===== src/rtl/mul_sequencer.sv =====
// -----------------------------------------------------------------------------
// mul_sequencer
//
// Multi-cycle sequencer for the MIPS `mul` instruction. Produces the low 32
// bits of op_x*op_y by shift-and-add, borrowing the execute stage's shared ALU
// for every accumulate step (ADDU when the current multiplier bit is set,
// PASSX otherwise). While busy is high the pipeline stalls and the ALU operand
// and opcode muxes select this block's drive.
//
// Ports:
//   clk         in   1   clock, rising edge
//   rst         in   1   synchronous active-high reset, dominates everything
//   start       in   1   request, honoured only in IDLE or DONE
//   kill        in   1   abort the in-flight operation (pipeline flush)
//   op_x        in  32   multiplicand, captured on an accepted start
//   op_y        in  32   multiplier, captured on an accepted start
//   busy        out  1   high while iterating
//   done        out  1   one-cycle pulse, result valid
//   result      out 32   low word of the product, held until the next result
//   alu_opcode  out  4   opcode to the shared ALU
//   alu_op_x    out 32   ALU operand X (accumulator)
//   alu_op_y    out 32   ALU operand Y (shifted multiplicand)
//   alu_result  in  32   ALU output, consumed in the same cycle
// -----------------------------------------------------------------------------
module mul_sequencer #(
  parameter int MAX_ITER = 32
) (
  input  logic        clk,
  input  logic        rst,
  input  logic        start,
  input  logic        kill,
  input  logic [31:0] op_x,
  input  logic [31:0] op_y,
  output logic        busy,
  output logic        done,
  output logic [31:0] result,
  output logic [3:0]  alu_opcode,
  output logic [31:0] alu_op_x,
  output logic [31:0] alu_op_y,
  input  logic [31:0] alu_result
);

  // Opcode encodings; keep in step with the ALU decode in mips_defines.v.
  localparam logic [3:0] ALU_ADDU  = 4'h1;
  localparam logic [3:0] ALU_PASSX = 4'hA;

  localparam logic [4:0] LAST_COUNT = 5'(MAX_ITER - 1);

  typedef enum logic [1:0] {
    IDLE = 2'd0,
    RUN  = 2'd1,
    DONE = 2'd2
  } state_t;

  state_t      state;
  logic [31:0] mcand;
  logic [31:0] mplier;
  logic [31:0] acc;
  logic [4:0]  count;

  // Early-out once no set multiplier bits remain above the one consumed now.
  logic last_step;
  assign last_step = (mplier[31:1] == 31'd0) || (count == LAST_COUNT);

  always_ff @(posedge clk) begin
    if (rst) begin
      state  <= IDLE;
      busy   <= 1'b0;
      done   <= 1'b0;
      result <= 32'd0;
      mcand  <= 32'd0;
      mplier <= 32'd0;
      acc    <= 32'd0;
      count  <= 5'd0;
    end else begin
      done <= 1'b0;
      if (kill) begin
        // Flush: drop the operation silently, result keeps its old value.
        state <= IDLE;
        busy  <= 1'b0;
      end else begin
        case (state)
          IDLE, DONE: begin
            if (start) begin
              mcand  <= op_x;
              mplier <= op_y;
              acc    <= 32'd0;
              count  <= 5'd0;
              state  <= RUN;
              busy   <= 1'b1;
            end else begin
              state <= IDLE;
              busy  <= 1'b0;
            end
          end
          RUN: begin
            acc    <= alu_result;
            mcand  <= mcand << 1;
            mplier <= mplier >> 1;
            count  <= count + 5'd1;
            if (last_step) begin
              // The final accumulate is on the ALU output this cycle, so the
              // result register is loaded straight from it.
              result <= alu_result;
              state  <= DONE;
              busy   <= 1'b0;
              done   <= 1'b1;
            end
          end
          default: begin
            state <= IDLE;
            busy  <= 1'b0;
          end
        endcase
      end
    end
  end

  // ALU drive is a pure mux of registered state: no extra stage sits between
  // this block and the ALU, and the ALU sees neutral operands outside RUN.
  always_comb begin
    alu_opcode = ALU_PASSX;
    alu_op_x   = 32'd0;
    alu_op_y   = 32'd0;
    if (state == RUN) begin
      alu_op_x = acc;
      alu_op_y = mcand;
      if (mplier[0]) alu_opcode = ALU_ADDU;
    end
  end

endmodule

===== config.mk =====
export PLATFORM = sky130hd
export DESIGN_NAME = mul_sequencer
export DESIGN_NICKNAME = d
export VERILOG_FILES = /design/src/rtl/mul_sequencer.sv
export SDC_FILE = /design/constraint.sdc
export NUM_CORES = 1
export LEC_CHECK = 0
export BUFFER_PORTS_ARGS = -buffer_cell sky130_fd_sc_hd__buf_2
export CAP_MARGIN = 20
export CORE_MARGIN = 5
export CORE_UTILIZATION = 45
export CTS_CLUSTER_SIZE = 24
export DETAILED_ROUTE_END_ITERATION = 16
export PLACE_DENSITY = 0.75
export SYNTH_ARGS = -nofsm -noshare
export SYNTH_HDL_FRONTEND = slang
export SYNTH_SLANG_ARGS = --single-unit

===== constraint.sdc =====
create_clock -name clk -period 2.6 [get_ports clk]
set_input_delay 0.52 -clock clk [delete_from_list [all_inputs] [get_ports clk]]
set_output_delay 0.52 -clock clk [all_outputs]
set_load 0.01 [all_outputs]

==> results of run 1 <==
[metal layers]
metal	routed length, um	share of wire	up-vias
li1	-	-	2984
met1	7999	0.45	2849
met3	1256	0.070	30
met2	8313	0.46	214
met5	7	0.00039	-
met4	397	0.022	2
[area by class of cell]
class | instances | area [um^2] | area share
clock inverters | 9 | 120.1 | 0.01444
flip-flops and latches | 137 | 2743 | 0.3296
well taps | 184 | 230.2 | 0.02767
repair buffers | 222 | 1219 | 0.1465
inverters | 2 | 7.507 | 0.0009023
multi-input cells | 520 | 3521 | 0.4232
diodes | 1 | 2.502 | 0.0003008
clock buffers | 23 | 478.0 | 0.05744
[critical path, cell delays in order (launching register included)]
cell and delay, ps:
dfxtp_1 420, nor2b_4 410, buf_4 300, and2_1 190, buf_2 140
[metrics by stage]
stage | cells | util | hold WS [ps] | setup WS, ps | total power, uW
6_report | 1098 | 0.5769 | 357.2 | 211.8 | 5246
5_1_grt | 1098 | 0.5769 | 347.7 | 65.76 | 5457
4_1_cts | 1097 | 0.5767 | 343.7 | 197.5 | 5285
3_5_place_dp | 1065 | 0.5352 | 461.9 | 453.3 | 2858
3_3_place_gp | 1065 | 0.5352 | 445.5 | 501.7 | 2849
2_1_floorplan | 734 | - | 431.7 | 696.5 | 2630
[kinds of logic after synthesis]
| kind of cell | share of synthesized area |
|---|---|
| AND/OR/NAND/NOR | 0.2139 |
| AO/OA/AOI/OAI | 0.2572 |
| flip-flops | 0.4167 |
| buffers and inverters | 0.05494 |
| multiplexers | 0.05019 |
| adder cells (fa/ha/maj) | 0.003802 |
| XOR/XNOR | 0.002662 |
| other | 0.0005698 |
[flip-flops by register name, summed over array words and instances, names as in the netlist]
signal,count
acc,32
mcand,32
mplier,32
result,32
count,5
state,2
busy,1
done,1
[cells in the mapped netlist, types with 2 or more instances]
cell       count
a21oi_1       27
buf_4          3
nor3_1         8
nand4_1        3
nand2_1       90
a311oi_1      31
and3b_1        2
clkbuf_1      39
a2111oi_1      4
a211oi_1      14
a211oi_2      23
nor4_1         7
buf_1          4
a2111oi_2     19
a22oi_1       62
buf_6          4
inv_1          2
buf_2         25
nor2b_1       33
mux2i_1       33
a2111oi_0      9
nor2_1        74
and2_1        64
ha_1           2
dfxtp_1      137
xor2_1         2
[power by group through the flow]
stage          Clock, uW  Combinational [uW]  Sequential [uW]
2_1_floorplan          0                 347             2280
3_3_place_gp           0                 551             2300
3_5_place_dp           0                 559             2300
4_1_cts             2470                 562             2260
5_1_grt             2570                 625             2270
6_report            2430                 560             2260
[worst paths after layout]
check / start / to / slack (ps) / depth (start not counted)
hold reg to reg: mcand[19]$_SDFFE_PP0P_ / mcand[19]$_SDFFE_PP0P_ / 470 / 2
setup / recovery: state[0]$_SDFFE_PP0P_ / alu_op_x[1] / 210 / 4
hold / removal: op_x[0] / mcand[0]$_SDFFE_PP0P_ / 360 / 3
setup reg to reg: mplier[23]$_SDFFE_PP0P_ / result[28]$_SDFFE_PP0P_ / 590 / 5
==> results.ini, run 1 <==
[setup_path]
critPathKind = flip-flop to output pin
worstPathMaxFanout = 18
endpoint_kind = output pin
critPathRequiredTime_ps = 2080
worst_setup_path_start_kind = flip-flop
critPathArrivalTime_ps = 1870

[power_and_ir_drop]
combPwrFrac = 0.107
ir_drop_mv = 0.4703
switchingPower_uw = 1267
power.density_nw_per_um2 = 630.5
p_sw_frac = 0.2414
p_leak_uw = 0.003400
p_seq_frac = 0.430
pwr-share-clk = 0.463
cellInternalPower_uw = 3980

[clocking]
cts_tree = built
clk_latency_ps = 420
cts-resized-gates = 0
cts_root_buf = clkbuf_16
cts_buffers = 17
cts.htree.levels = 4
clock-sinks = 137
postCtsSetupBuffers = 0
clkTransAtPathRegs_ps = 60
cts.path.max_buffers = 2
cts_hold_buf = 0

[global_routing]
antenna_found_initial = 2
grt_max_degree = 110
grt_use_met1 = 0.2815
grt_pass1_vias = 5761
grt-ovfl-total = 0
grt_usage = 0.2091
grt_pass1_wl_um = 28710
globalRouteMet2Util = 0.3263
busiest_layer = met2
globalRouteMet3Util = 0.04756

[drt]
ant_nets = 0
detail_route.wirelength_um = 17970
viasPerCell = 5.536
first_pass_iters = 5
drtIter0Drc = 344
routedWlPerCell_um = 16.37
via_count = 6079
drc = 0

[synth]
synth_top_area_cell = dfxtp_1
yosysTopAreaCellShare = 0.4167
synth_area_per_cell_um2 = 8.966
synth_cell_types = 39
yosysWarnings = 0
synth_area_leaders = dfxtp_1 (42%), a22oi_1 (7.1%), and2_1 (6.1%), nand2_1 (5.1%), mux2i_1 (5.0%)
synth-edff-count = 0
async_reset_ff_frac = 0
yosysSeqAreaShare = 0.4167
synth_flop_cell = dfxtp_1
synth.net_count = 836
synth_cells = 734
synth_seq_cells = 137
netlist_area_um2 = 6581

[timing]
tightest_slew_ps = 828.7
setup_viol = 0
fmax_mhz = 418.7
drv_slew = 0
skew_ps = 7.705
period_needed_ps = 2388
hold_viol = 0
rsz0062_at_grt = no
final.setup.tns_ps = 0
fin_crit_sh = 0.9185
max_slew_margin = 0.4462

[floorplanning]
die_height_um = 130.9
rows = 44
die_area_um2 = 17140
start_util = 0.4563
die_w_um = 130.9
io_pins = 202
core_um2 = 14420

[cells_and_area]
final_nets = 1002
final_cell_mix = buf_2 (199), dfxtp_1 (137), nand2_1 (90), nor2_1 (73), and2_1 (64)
drive_gt1_frac = 0.3286
finalInstanceArea_um2 = 8320
nFillCells = 1297
final_common_cell = buf_2
synthToLayoutAreaGrowth_pct = 26.43

[status]
status = completed

[place]
io_buffers = 200
placed_area_um2 = 7720
hpwl_um = 12160
gp_congestion = 0.8025

[worst_hold_path]
min_path_type = input pin to flip-flop

[job]
cap_violations = 0

Note: power is estimated with default switching activity, not from simulation.
==> inputs of run 2 (changes only) <==
==> config.mk (replaced) <==
export PLATFORM = sky130hd
export DESIGN_NAME = mul_sequencer
export DESIGN_NICKNAME = d
export VERILOG_FILES = /design/src/rtl/mul_sequencer.sv
export SDC_FILE = /design/constraint.sdc
export NUM_CORES = 1
export LEC_CHECK = 0
export CAP_MARGIN = 20
export CORE_MARGIN = 5
export CORE_UTILIZATION = 45
export DETAILED_ROUTE_END_ITERATION = 16
export DONT_BUFFER_PORTS = 1
export PLACE_DENSITY = 0.64
export SYNTH_ARGS = -nofsm -noshare
export SYNTH_HDL_FRONTEND = slang
export SYNTH_SLANG_ARGS = --single-unit
==> run 2 against run 1 <==
Effect of this change:
- clock power fell by 2%
- core utilization fell by 7.5 points
- critical path depth fell by 1
- largest cell class unchanged
- clock skew fell by 0.74 ps
- setup slack improved by 140 ps
- sequential power barely moved
- via count fell by 13%
- sequential share of layout area rose by 4.9 points
- clock-buffer cell count rose by 2
- sequential cell count did not move
- highest routed layer is now met4
==> results.ini, run 2 (synthesis results as in run 1) <==
[global_routing]
grt_pass1_wl_um = 26700  ; was 28710 um
grt_max_degree = 139  ; was 110
antenna_found_initial = 0  ; was 2
grt_pass1_vias = 5194  ; was 5761
grt-ovfl-total = 0  ; unchanged
grt_usage = 0.1939  ; was 0.2091

[drt]
detail_route.wirelength_um = 16900  ; was 17970 um
first_pass_iters = 5  ; unchanged
ant_nets = 0  ; unchanged
viasPerCell = 5.976  ; was 5.536
routedWlPerCell_um = 19.01  ; was 16.37 um
drtIter0Drc = 418  ; was 344
via_count = 5313  ; was 6079
drc = 0  ; unchanged

[clocking]
cts-resized-gates = 0  ; unchanged
clock-sinks = 137  ; unchanged
cts.path.max_buffers = 2  ; unchanged
cts_tree = built  ; unchanged
clkTransAtPathRegs_ps = 60  ; about the same
clk_latency_ps = 410  ; was 420 ps
cts_root_buf = clkbuf_16  ; unchanged
cts_hold_buf = 0  ; unchanged
postCtsSetupBuffers = 0  ; unchanged
cts.htree.levels = 4  ; unchanged
cts_buffers = 17  ; unchanged

[setup_path]
timing.rr.start = mplier[31]$_SDFFE_PP0P_  ; was mplier[23]$_SDFFE_PP0P_
worst_setup_path_start_kind = flip-flop  ; unchanged
critPathRequiredTime_ps = 2080  ; about the same
critPathArrivalTime_ps = 1730  ; was 1870 ps
endpoint_kind = output pin  ; unchanged
r2r_cells = 4  ; was 5
worstPathMaxFanout = 51  ; was 18
cp-startpoint = state[0]$_SDFFE_PP0P_  ; unchanged
critPathKind = flip-flop to output pin  ; unchanged
r2r_end = result[7]$_SDFFE_PP0P_  ; was result[28]$_SDFFE_PP0P_
reg2reg_slack_ps = 560  ; was 590 ps

[power_and_ir_drop]
pwr-share-clk = 0.472  ; was 0.463
combPwrFrac = 0.078  ; was 0.107
cellInternalPower_uw = 3843  ; was 3980 uW
p_seq_frac = 0.449  ; was 0.430
ir_drop_mv = 0.3854  ; was 0.4703 mV
p_sw_frac = 0.2361  ; was 0.2414
p_leak_uw = 0.002399  ; was 0.003400 uW
power.density_nw_per_um2 = 694.7  ; was 630.5 nW/um^2
switchingPower_uw = 1188  ; was 1267 uW

[floorplanning]
die_w_um = 130.9  ; unchanged
die_height_um = 130.9  ; unchanged
start_util = 0.4563  ; unchanged
core_um2 = 14420  ; unchanged
die_area_um2 = 17140  ; unchanged
rows = 44  ; unchanged
io_pins = 202  ; unchanged

[timing]
drv_slew = 0  ; unchanged
max_slew_margin = 0.3721  ; was 0.4462
tightest_slew_ps = 941.8  ; was 828.7 ps
hold_viol = 0  ; unchanged
rsz0062_at_grt = no  ; unchanged
skew_ps = 6.969  ; was 7.705 ps
period_needed_ps = 2252  ; was 2388 ps
fin_crit_sh = 0.8661  ; was 0.9185
final.setup.tns_ps = 0  ; unchanged
setup_viol = 0  ; unchanged
fmax_mhz = 444.1  ; was 418.7 MHz

[worst_hold_path]
min_path_type = input pin to flip-flop  ; unchanged
hp-start = rst  ; was op_x[0]
hold_depth = 1  ; was 3
whs_endpoint = mplier[28]$_SDFFE_PP0P_  ; was mcand[0]$_SDFFE_PP0P_

[cells_and_area]
final_common_cell = dfxtp_1  ; was buf_2
final_cell_mix = dfxtp_1 (137), nand2_1 (90), nor2_1 (73), and2_1 (64), a22oi_1 (62)  ; was buf_2 (199), dfxtp_1 (137), nand2_1 (90), nor2_1 (73), and2_1 (64)
multiInputGateArea_um2 = 3521  ; unchanged
finalInstanceArea_um2 = 7242  ; was 8320 um^2
final_nets = 794  ; was 1002
diodes = 0  ; was 1
nFillCells = 1334  ; was 1297
drive_gt1_frac = 0.1291  ; was 0.3286
regArea_um2 = 2743  ; unchanged
synthToLayoutAreaGrowth_pct = 10.04  ; was 26.43%

[place]
gp_congestion = 0.7603  ; was 0.8025
placed_area_um2 = 6656  ; was 7720 um^2
hpwl_um = 10980  ; was 12160 um
io_buffers = 0  ; was 200

[status]
status = completed  ; unchanged

[job]
cap_violations = 0  ; unchanged

==> run 2: worst max-delay path by stage <==
stage,to,slack (ps)
after floorplan,result[14]$_SDFFE_PP0P_,700
after global placement,result[30]$_SDFFE_PP0P_,570
after detailed placement,result[4]$_SDFFE_PP0P_,520
after CTS,alu_op_x[5],310
after global routing,alu_op_x[8],240
final,alu_op_x[5],350
==> run 2: layer usage <==
metal,share of wire,vias up,global-route usage
li1,-,2568,-
met1,0.43,2558,0.2456
met2,0.47,169,0.3125
met3,0.083,18,0.06789
met4,0.013,0,0.05808
met5,0,-,0
==> run 2: critical path, cell delays in order (launching register included) <==
cell     delay, ps
dfxtp_1        410
nor2b_4        190
buf_4          430
and2_1         280
==> run 2: power groups by stage <==
stage / combinational [uW] / clock (uW) / sequential (uW)
after floorplan: 347 / 0 / 2280
after global placement: 387 / 0 / 2300
after detailed placement: 401 / 0 / 2300
after CTS: 400 / 2430 / 2260
after global routing: 446 / 2530 / 2270
final: 395 / 2380 / 2260
==> run 2: metrics by stage <==
| step | hold slack, ps | cells | setup slack [ps] | util | total power (uW) |
|---|---|---|---|---|---|
| 2_1_floorplan | 431.7 | 734 | 696.5 | - | 2630 |
| 3_3_place_gp | 446.0 | 857 | 568.8 | 0.4615 | 2685 |
| 3_5_place_dp | 456.6 | 857 | 518.9 | 0.4615 | 2705 |
| 4_1_cts | 163.4 | 889 | 314.3 | 0.5021 | 5089 |
| 5_1_grt | 159.6 | 889 | 238.2 | 0.5021 | 5252 |
| 6_report | 178.8 | 889 | 348.2 | 0.5021 | 5031 |
==> run 2: cell type report <==
| cell class | count | area share |
|---|---|---|
| inverter | 2 | 0.001037 |
| clock buffer | 25 | 0.06842 |
| sequential | 137 | 0.3787 |
| timing repair buffer | 14 | 0.02142 |
| multi-input combinational | 520 | 0.4862 |
| tap | 184 | 0.03179 |
| clock inverter | 7 | 0.01244 |
